**src/rtl/ob_port_sequencer_b1.sv**
```systemverilog
// rtl/ob_port_sequencer_b1.sv - FILL/DRAIN frame sequencer for the eight Block1 output-buffer SRAMs
module ob_port_sequencer_b1 #(
    parameter int AW     = 8,
    parameter int DEPTH  = 226,
    parameter int RD_LAT = 1,
    parameter int NB     = 8
) (
    input  logic              clk,
    input  logic              rst_n,
    input  logic [NB-1:0]     wr_req,
    input  logic [NB*AW-1:0]  wr_addr,
    input  logic              wr_last,
    input  logic              rd_req,
    input  logic [AW-1:0]     rd_addr,
    input  logic              rd_last,
    output logic              rd_gnt,
    output logic              rd_valid,
    output logic [NB-1:0]     ram_en,
    output logic [NB-1:0]     ram_we,
    output logic [NB*AW-1:0]  ram_addr,
    output logic              fill_done,
    output logic              frame_done,
    output logic [7:0]        frame_cnt,
    output logic [1:0]        err
);

    typedef enum logic [1:0] {
        IDLE  = 2'd0,
        FILL  = 2'd1,
        DRAIN = 2'd2,
        DONE  = 2'd3
    } state_t;

    localparam logic [AW:0] LIMIT = (AW+1)'(DEPTH);

    state_t state;
    state_t state_nxt;

    logic [NB-1:0]     wr_bad;
    logic              rd_bad;
    logic              wr_refused;
    logic              addr_err;
    logic              fill_done_q;
    logic [7:0]        frame_cnt_q;
    logic [1:0]        err_q;
    logic [RD_LAT-1:0] rd_pipe;

    always_comb begin
        for (int i = 0; i < NB; i++) begin
            wr_bad[i] = {1'b0, wr_addr[i*AW +: AW]} >= LIMIT;
        end
    end

    assign rd_bad = {1'b0, rd_addr} >= LIMIT;

    always_ff @(posedge clk) begin
        if (rst_n) begin
            state <= IDLE;
        end else begin
            state <= state_nxt;
        end
    end

    always_comb begin
        state_nxt = state;
        case (state)
            IDLE:    if (|wr_req) state_nxt = FILL;
            FILL:    if ((|wr_req) && wr_last) state_nxt = DRAIN;
            DRAIN:   if (rd_req && rd_last) state_nxt = DONE;
            DONE:    state_nxt = IDLE;
            default: state_nxt = IDLE;
        endcase
    end

    // Out-of-range banks keep their address on the bus but are never enabled.
    always_comb begin
        ram_en     = '0;
        ram_we     = '0;
        ram_addr   = '0;
        rd_gnt     = 1'b0;
        frame_done = 1'b0;
        wr_refused = 1'b0;
        addr_err   = 1'b0;
        if (!rst_n) begin
            case (state)
                IDLE, FILL: begin
                    ram_en   = wr_req & ~wr_bad;
                    ram_we   = wr_req & ~wr_bad;
                    ram_addr = wr_addr;
                    addr_err = |(wr_req & wr_bad);
                end
                DRAIN: begin
                    rd_gnt     = rd_req;
                    ram_en     = {NB{rd_req & ~rd_bad}};
                    ram_addr   = {NB{rd_addr}};
                    addr_err   = rd_req & rd_bad;
                    wr_refused = |wr_req;
                end
                DONE: begin
                    frame_done = 1'b1;
                    wr_refused = |wr_req;
                end
                default: ;
            endcase
        end
    end

    always_ff @(posedge clk) begin
        if (rst_n) begin
            fill_done_q <= 1'b0;
            frame_cnt_q <= '0;
            err_q       <= '0;
            rd_pipe     <= '0;
        end else begin
            fill_done_q <= (state == FILL) && (state_nxt == DRAIN);
            if (state == DONE) begin
                frame_cnt_q <= frame_cnt_q + 8'd1;
            end
            err_q      <= err_q | {addr_err, wr_refused};
            rd_pipe[0] <= rd_gnt;
            for (int k = 1; k < RD_LAT; k++) begin
                rd_pipe[k] <= rd_pipe[k-1];
            end
        end
    end

    // Reset masks registered outputs at once so an aborted frame leaks nothing.
    assign fill_done = fill_done_q & ~rst_n;
    assign frame_cnt = rst_n ? 8'd0 : frame_cnt_q;
    assign err       = rst_n ? 2'd0 : err_q;
    assign rd_valid  = rd_pipe[RD_LAT-1] & ~rst_n;

endmodule

```
**config.mk**
```make
export PLATFORM = sky130hd
export DESIGN_NAME = ob_port_sequencer_b1
export DESIGN_NICKNAME = d
export VERILOG_FILES = /design/src/rtl/ob_port_sequencer_b1.sv
export SDC_FILE = /design/constraint.sdc
export NUM_CORES = 1
export LEC_CHECK = 0
export ABC_AREA = 0
export BUFFER_PORTS_ARGS = -buffer_cell sky130_fd_sc_hd__buf_2
export CAP_MARGIN = 0
export CORE_ASPECT_RATIO = 0.5
export CORE_MARGIN = 3
export CORE_UTILIZATION = 32
export DETAILED_ROUTE_END_ITERATION = 7
export GPL_ROUTABILITY_DRIVEN = 0
export MAX_ROUTING_LAYER = met4
export PLACE_DENSITY = 0.78
export SLEW_MARGIN = 10
export SYNTH_ARGS = -nofsm -noshare
export SYNTH_HDL_FRONTEND = slang
export SYNTH_SLANG_ARGS = --single-unit
```
**constraint.sdc**
```tcl
create_clock -name clk -period 1.5 [get_ports clk]
set_clock_uncertainty 0.2 [all_clocks]
set_input_delay 0.225 -clock clk [delete_from_list [all_inputs] [get_ports clk]]
set_output_delay 0.225 -clock clk [all_outputs]
set_load 0.005 [all_outputs]
```
== Yosys cells after proc, flatten, opt, wreduce, memory -nomap -nowiden ==
Index checks and enable logic that the tools add are counted.

* Register bits after elaboration: 14
* Bits in latches: 0
* Bits in writable memories: 0
* Memory bits (read-only): 0
* Output and inout port bits: 94
* Memories: 0

* Add/subtract/negate cells: 1
* $mul: 0
* Divide/modulo/power cells: 0
* $lt $le $gt $ge: 9
* Equal/unequal tests: 4
* Shift-type cells: 0
* Multiplexer cells: 20
* Bitwise operators: 10
* Reductions and logical operators: 8

{| class="wikitable"
|+ Operators by type and width
! operator !! count
|-
| 64-bit one-hot mux with 2 select lines || 1
|-
| 8-bit >= comparator, second input constant || 9
|-
| 64-bit two-way mux || 1
|-
| 8-bit two-way mux || 4
|-
| 8-bit bitwise AND || 2
|-
| 8-bit one-hot mux with 2 select lines || 1
|-
| 8-bit OR reduction || 2
|-
| 8-bit by 1-bit adder with 8-bit output, second input constant || 1
|-
| 2-bit two-way mux || 4
|-
| 8-bit inverter || 1
|-
| 2-bit one-hot mux with 4 select lines || 1
|-
| 1-bit two-way mux || 7
|-
| 2-bit equality test, second input constant || 3
|-
| 1-bit bitwise AND || 4
|-
| 2-bit OR reduction || 2
|-
| 1-bit logical AND || 3
|-
| 2-bit by 1-bit equality test with 1-bit output, second input constant || 1
|-
| 2-bit logical NOT || 1
|-
| 1-bit inverter || 2
|-
| 2-bit bitwise OR || 1
|-
| 1-bit one-hot mux with 2 select lines || 1
|}

== Longest topological paths before layout ==
Gate-level depths: netlist (run 1).

* Depth in word-level cells: 6
* Mapped depth: 6

== Worst setup path after synthesis (run 1) ==
OpenSTA, ideal clock, no wires.

* Path type: input -> output
* Start point: input port rd_addr[4]
* End point: output port ram_en[0]
* Arrival: 1.179 ns
* Data required time: 1.075 ns
* Path slack: -0.104 ns
* Stages: 4
* Buffers on the path: 0
* Cells stage by stage: or4_1 -> nand4_1 -> nand3_2 -> a21oi_1

* Cells in the longest elaborated chain, start to end: 5

{| class="wikitable"
|+ Ends and longest elaborated chain
! what !! RTL line !! text
|-
| from (decl) || 14 || <nowiki>input logic [AW-1:0] rd_addr,</nowiki>
|-
| 8-bit >= comparator || 54 || <nowiki>assign rd_bad = {1'b0, rd_addr} >= LIMIT;</nowiki>
|-
| 1-bit inverter || 94 || <nowiki>ram_en = {NB{rd_req & ~rd_bad}};</nowiki>
|-
| 1-bit bitwise AND || 94 ||
|-
| 8-bit one-hot mux with 2 select lines || 85 || <nowiki>case (state)</nowiki>
|-
| 8-bit two-way mux || 84 || <nowiki>if (!rst_n) begin</nowiki>
|-
| to (decl) || 18 || <nowiki>output logic [NB-1:0] ram_en,</nowiki>
|}

Every way passes these cells.

== Worst setup path in the final report (run 1) ==
* Start point: input port rd_addr[2]
* End point: output port ram_en[7]

Same word-level chain as after synthesis.

==> flow_summary.toml, run 1 <==
[logic_synthesis]
synthFlopType = "dfxtp_1"
synth_nets = 380
async_flop_share_pct = 0
synth_area_leaders = "a21oi_1 23%, nand2_1 18%, dfxtp_1 17%, nor2_1 4.4%, nor2b_1 4.4%"
ys.warnings.count = 0
synth_top_area_share_pct = 23.0
synthCells = 294
synth_common_cells = "80 x nand2_1, 78 x a21oi_1, 20 x nor2_1"
synth_edf_count = 0
synth.ff_latch_count = 14
yosysSeqAreaShare_pct = 16.5
yosysMostFrequentCell = "nand2_1"
synth_top_area_cell = "a21oi_1"
synth_area_um2 = 1700
synthDistinctLibCells = 33
synth_area_per_cell_um2 = 5.78

[routing]
num_vias = 3464
viasPerCell = 5.85
dr.pass1.iters = 5
drc = 0
postRouteAntennaNets = 0
wire_per_inst_um = 20.1
drt_wl_total_mm = 11.9
first_iter_violations = 436

[sta]
finalSetupViolCount = 90
max_freq_ghz = 0.496
final.setup.worst_slack_ns = -0.515
final_max_slew_viol_count = 0
relSlewSlack_pct = 69.8
period_share_pct = 134
rsz0062_at_grt = "true"
setup_tns_ns = -29.03
period_needed_ns = 2.01
worst_slew_pin_slew_ns = 0.449
hold_ws_ns = 0.0782
finalHoldViolations = 0

[grt]
grt_use_total_pct = 33.1
overflow = 0
grt_pass1_wl_mm = 15.7
grt_antenna_before_repair = 0
grt_pass1_vias = 3093
grt_max_degree = 47

[cells_and_area]
fin_cells = 592
syn_to_final_growth_pct = 137
fin_nets = 609
drive_above_1_share_pct = 71.3
fill_cells = 323
diodes = 0
final_area_um2 = 4030
layout.area.seq_um2 = 285
multi_input_area_um2 = 1860

[critical_path]
cpPeakStageDelay_ns = 0.52
rr_worst_depth = 7
required_ns = 1.07
r2r_slack_ns = -0.15
startpoint_type = "input port"
rr_startpoint = "state[1]$_SDFF_PP0_"
slowest_stage = "or4_1"
crit_path_frequent_cell = "buf_2"
worstPathArrival_ns = 1.59
r2r-end = "frame_cnt_q[5]$_SDFFE_PP0P_"
end_kind = "output pin"
critPathBufInv = 2
path_max_fanout = 8
crit_path_cell_trace = "buf_2, or4_1, nand4_1, nand3_4, a21oi_2, buf_2"
crit_family = "simple AND/OR/NAND/NOR gates"
critPathKind = "input port to output pin"

[hold_path]
hp-start = "rd_req"
min_to = "rd_pipe$_SDFF_PP0_"
hold_depth = 3
hp-class = "input port to register"

[floorplanning]
pin_count = 179
start_util_pct = 33.8
die_w_um = 109
dieArea_um2 = 6270
dieHeight_um = 57.5
rows = 18
core_region_area_um2 = 5020

[clocking]
numCtsBuffers = 3
cts_root_buf = "clkbuf_8"
cts_hold_buf = 0
clkTransAtPathRegs_ns = 0.06
cts_tree = "built"
cts_htree_levels = 1
cts_sinks = 14
cts_buffer_depth = 2
worstSkewPairLatency_ns = 0.24

[outcome]
status = "finished with violations"
violations = "negative setup slack"

[placed_design]
dp.cells = 562
placedInstanceArea_um2 = 2970
hpwl_mm = 6.59
io_buffers = 178

[power]
leakage_uw = 0.00205
irDropWorstVdd_uv = 321
power_uw = 2040
power_density_nw_per_um2 = 507

[job]
maxCapViolations = 0
## timing repair
action	in CTS	in global routing
buffers inserted	17	8
pin swaps	29	26
resized for setup	120	58
gates cloned	8	2
endpoints found under the setup margin	85	89
## area by class of cell
cell class	instances	share of cell area (%)
flip-flops and latches	14	7.09
repair buffers	242	42.9
multi-input cells	261	46.3
clock buffers	4	1.37
well taps	70	2.18
inverters	1	0.155
## sequential cells by signal (all words and copies together) (netlist names)
| name | cells |
|---|---|
| frame_cnt_q | 8 |
| err_q | 2 |
| state | 2 |
| fill_done_q | 1 |
| rd_pipe | 1 |
## metal layers
layer	wire length [um]	part of all wire (%)	global-route usage, %
met5	0	0	-
met3	1240	10	3.95
met2	5650	48	56.8
met1	4250	36	39.6
met4	741	6.2	13.1
## power breakdown
part           total, uW  switching [uW]  internal, uW
sequential           404            16.4           388
clock                364             132           232
combinational       1270             646           627
## stage by stage
stage | setup slack (ns) | utilization [%]
floorplan | -0.0988 | -
global placement | -0.356 | 59.2
detailed placement | -0.406 | 59.2
CTS | -0.377 | 75.6
global route | -0.553 | 80.1
finish | -0.515 | 80.1
## how the worst max path moves through the flow
stage	start	end	slack [ns]	cells after the start
3_5_place_dp	rd_addr[4]	ram_en[5]	-0.41	6
5_1_grt	rd_addr[2]	ram_en[7]	-0.55	6
2_1_floorplan	rd_addr[4]	ram_en[0]	-0.1	4
4_1_cts	rd_addr[4]	ram_en[6]	-0.38	6
6_report	rd_addr[2]	ram_en[7]	-0.51	6
3_3_place_gp	wr_addr[20]	ram_en[2]	-0.36	7
## layout by cell type (no fill, tap or decap), drive strengths merged, types with 2 or more instances in the layout
cell type / count
or2: 2
nor4: 10
a21oi: 78
nor3b: 6
buf: 240
nand3: 10
o21ai: 11
or3: 2
xor2: 4
a2111oi: 2
nor2: 22
nand4: 4
nor2b: 12
dfxtp: 14
nand2b: 9
clkbuf: 6
nand2: 80
## tightest hold or removal path, delay by kind of cell
family | cells | cell delay (ns)
AND/OR/NAND/NOR | 2 | 0.11
buffers and inverters | 1 | 0.14
## kinds of logic after synthesis
logic type               synth area share, %
buffers and inverters                   5.16
AO/OA/AOI/OAI                           29.3
AND/OR/NAND/NOR                         45.8
adder cells (fa/ha/maj)                0.737
flip-flops                              16.5
XOR/XNOR                                2.58
Note: power is estimated with default switching activity, not from simulation.
==> inputs of run 2 (changes only) <==
--- a/config.mk
+++ b/config.mk
@@ -15,6 +15,7 @@
 export GPL_ROUTABILITY_DRIVEN = 0
 export MAX_ROUTING_LAYER = met4
 export PLACE_DENSITY = 0.78
+export RECOVER_POWER = 50
 export SLEW_MARGIN = 10
 export SYNTH_ARGS = -nofsm -noshare
 export SYNTH_HDL_FRONTEND = slang
==> run 2 against run 1 <==
Against the previous run: highest routed layer unchanged; die area is the same; clock-buffer cell count unchanged; sequential share of layout area hardly changed; sequential power about the same; combinational power hardly changed; the run still ends with negative setup slack left; critical path type unchanged; worst setup slack worse by 0.0064 ns; largest power group unchanged.
==> flow_summary.toml, run 2 (synthesized netlist as in run 1, its figures left out) <==
[outcome]
status = "finished with violations"
violations = "negative setup slack"

[hold_path]
hp-start = "rd_req"
hp-class = "input port to register"
hold_depth = 3
min_to = "rd_pipe$_SDFF_PP0_"

[critical_path]
rr_startpoint = "state[1]$_SDFF_PP0_"
r2r-end = "frame_cnt_q[6]$_SDFFE_PP0P_"
path_max_fanout = 8
r2r_slack_ns = -0.15
worstPathArrival_ns = 1.60
startpoint_type = "input port"
required_ns = 1.07
rr_worst_depth = 8
critPathKind = "input port to output pin"
end_kind = "output pin"

[cells_and_area]
largest_reg_flops = 8
final_common_cell = "buf_2"
drive_above_1_share_pct = 71.1
finish.utilization_pct = 79.9
largestRegisters = "frame_cnt_q (8), err_q (2), state (2)"
fin_nets = 609
syn_to_final_growth_pct = 136
largest_register = "frame_cnt_q"
diodes = 0
final_area_um2 = 4020
mostFrequentLayoutCells = "175 x buf_2, 60 x a21oi_2, 44 x nand2_1"

[routing]
viasPerCell = 5.84
num_vias = 3456
wire_per_inst_um = 20.0
first_iter_violations = 412
dr.pass1.iters = 5
drc = 0
drt_wl_total_mm = 11.9
postRouteAntennaNets = 0

[grt]
grt_pass1_wl_mm = 15.7
overflow = 0
grt_pass1_vias = 3093
grt_use_total_pct = 33.1
grt_antenna_before_repair = 0
grt_max_degree = 47

[placed_design]
io_buffers = 178
placedInstanceArea_um2 = 2970
post-place-ws_ns = -0.406
hpwl_mm = 6.59

[floorplanning]
die_w_um = 109
dieHeight_um = 57.5
start_util_pct = 33.8
dieArea_um2 = 6270
core_region_area_um2 = 5020
rows = 18
pin_count = 179

[power]
leakage_uw = 0.00204
irDropWorstVdd_uv = 321
power_density_nw_per_um2 = 507

[clocking]
cts_buffer_depth = 2
cts_root_buf = "clkbuf_8"
worstSkewPairLatency_ns = 0.24
clkTransAtPathRegs_ns = 0.06
numCtsBuffers = 3
cts_sinks = 14
cts_htree_levels = 1
cts_tree = "built"
cts_hold_buf = 0

[sta]
rsz0062_at_grt = "true"
period_needed_ns = 2.02
final_max_slew_viol_count = 0
relSlewSlack_pct = 69.8
period_share_pct = 135
finalSetupViolCount = 90
finalHoldViolations = 0
worst_slew_pin_slew_ns = 0.449
max_freq_ghz = 0.495
final.setup.worst_slack_ns = -0.521

[job]
maxCapViolations = 0
[run 2: cell types whose count changed in the layout (fill, tap and decap cells not counted)]
cell | before | now
clkbuf_1 | 0 | 1
buf_6 | 24 | 25
clkbuf_2 | 0 | 1
buf_2 | 177 | 175
buf_12 | 10 | 9
[run 2: worst max path at each step]
stage	start	slack, ns	end
4_1_cts	rd_addr[4]	-0.38	ram_en[6]
6_report	rd_addr[2]	-0.52	ram_en[7]
5_1_grt	rd_addr[2]	-0.55	ram_en[7]
3_5_place_dp	rd_addr[4]	-0.41	ram_en[5]
2_1_floorplan	rd_addr[4]	-0.1	ram_en[0]
3_3_place_gp	wr_addr[20]	-0.36	ram_en[2]
[run 2: cell type report]
cell class / instances / area, um2
Fill cell: 326 / 1010
Tap cell: 70 / 87.6
Sequential cell: 14 / 285
Inverter: 1 / 6.26
Timing Repair Buffer: 242 / 1720
Multi-Input combinational cell: 261 / 1860
Clock buffer: 4 / 55.1
[run 2: critical path: stages]
cell and delay, ns:
buf_2 0.12, or4_1 0.52, nand4_1 0.18, nand3_4 0.20, a21oi_2 0.20, buf_2 0.16
[run 2: report_power, final]
part           internal (uW)  switching, uW  total (uW)  leakage, uW
Sequential               388           16.3         404     0.000115
Combinational            623            646        1270      0.00190
Clock                    232            131         364    0.0000288
Total                   1240            793        2040      0.00204
[run 2: metrics by stage]
| stage | setup TNS (ns) | total power, uW | std cells | hold slack [ns] |
|---|---|---|---|---|
| 2_1_floorplan | -0.791 | 776 | 294 | 0.184 |
| 3_3_place_gp | -6.52 | 1190 | 562 | 0.240 |
| 3_5_place_dp | -7.56 | 1200 | 562 | 0.267 |
| 4_1_cts | -23.56 | 1880 | 590 | 0.0611 |
| 5_1_grt | -33.64 | 2130 | 592 | 0.0765 |
| 6_report | -29.15 | 2040 | 592 | 0.0782 |
[run 2: timing repair]
| action | in CTS | in global routing |
|---|---|---|
| gates resized for setup | 120 | 58 |
| gates cloned | 8 | 2 |
| endpoints found under the setup margin | 85 | 89 |
| setup buffers | 17 | 8 |
| pin swaps | 29 | 26 |
[run 2: per-layer routing]
layer	routed length (um)	part of all wire, %	track usage [%]
met5	0	0	-
met4	746	6.3	13.1
met3	1260	11	3.95
met2	5630	47	56.8
met1	4230	36	39.6
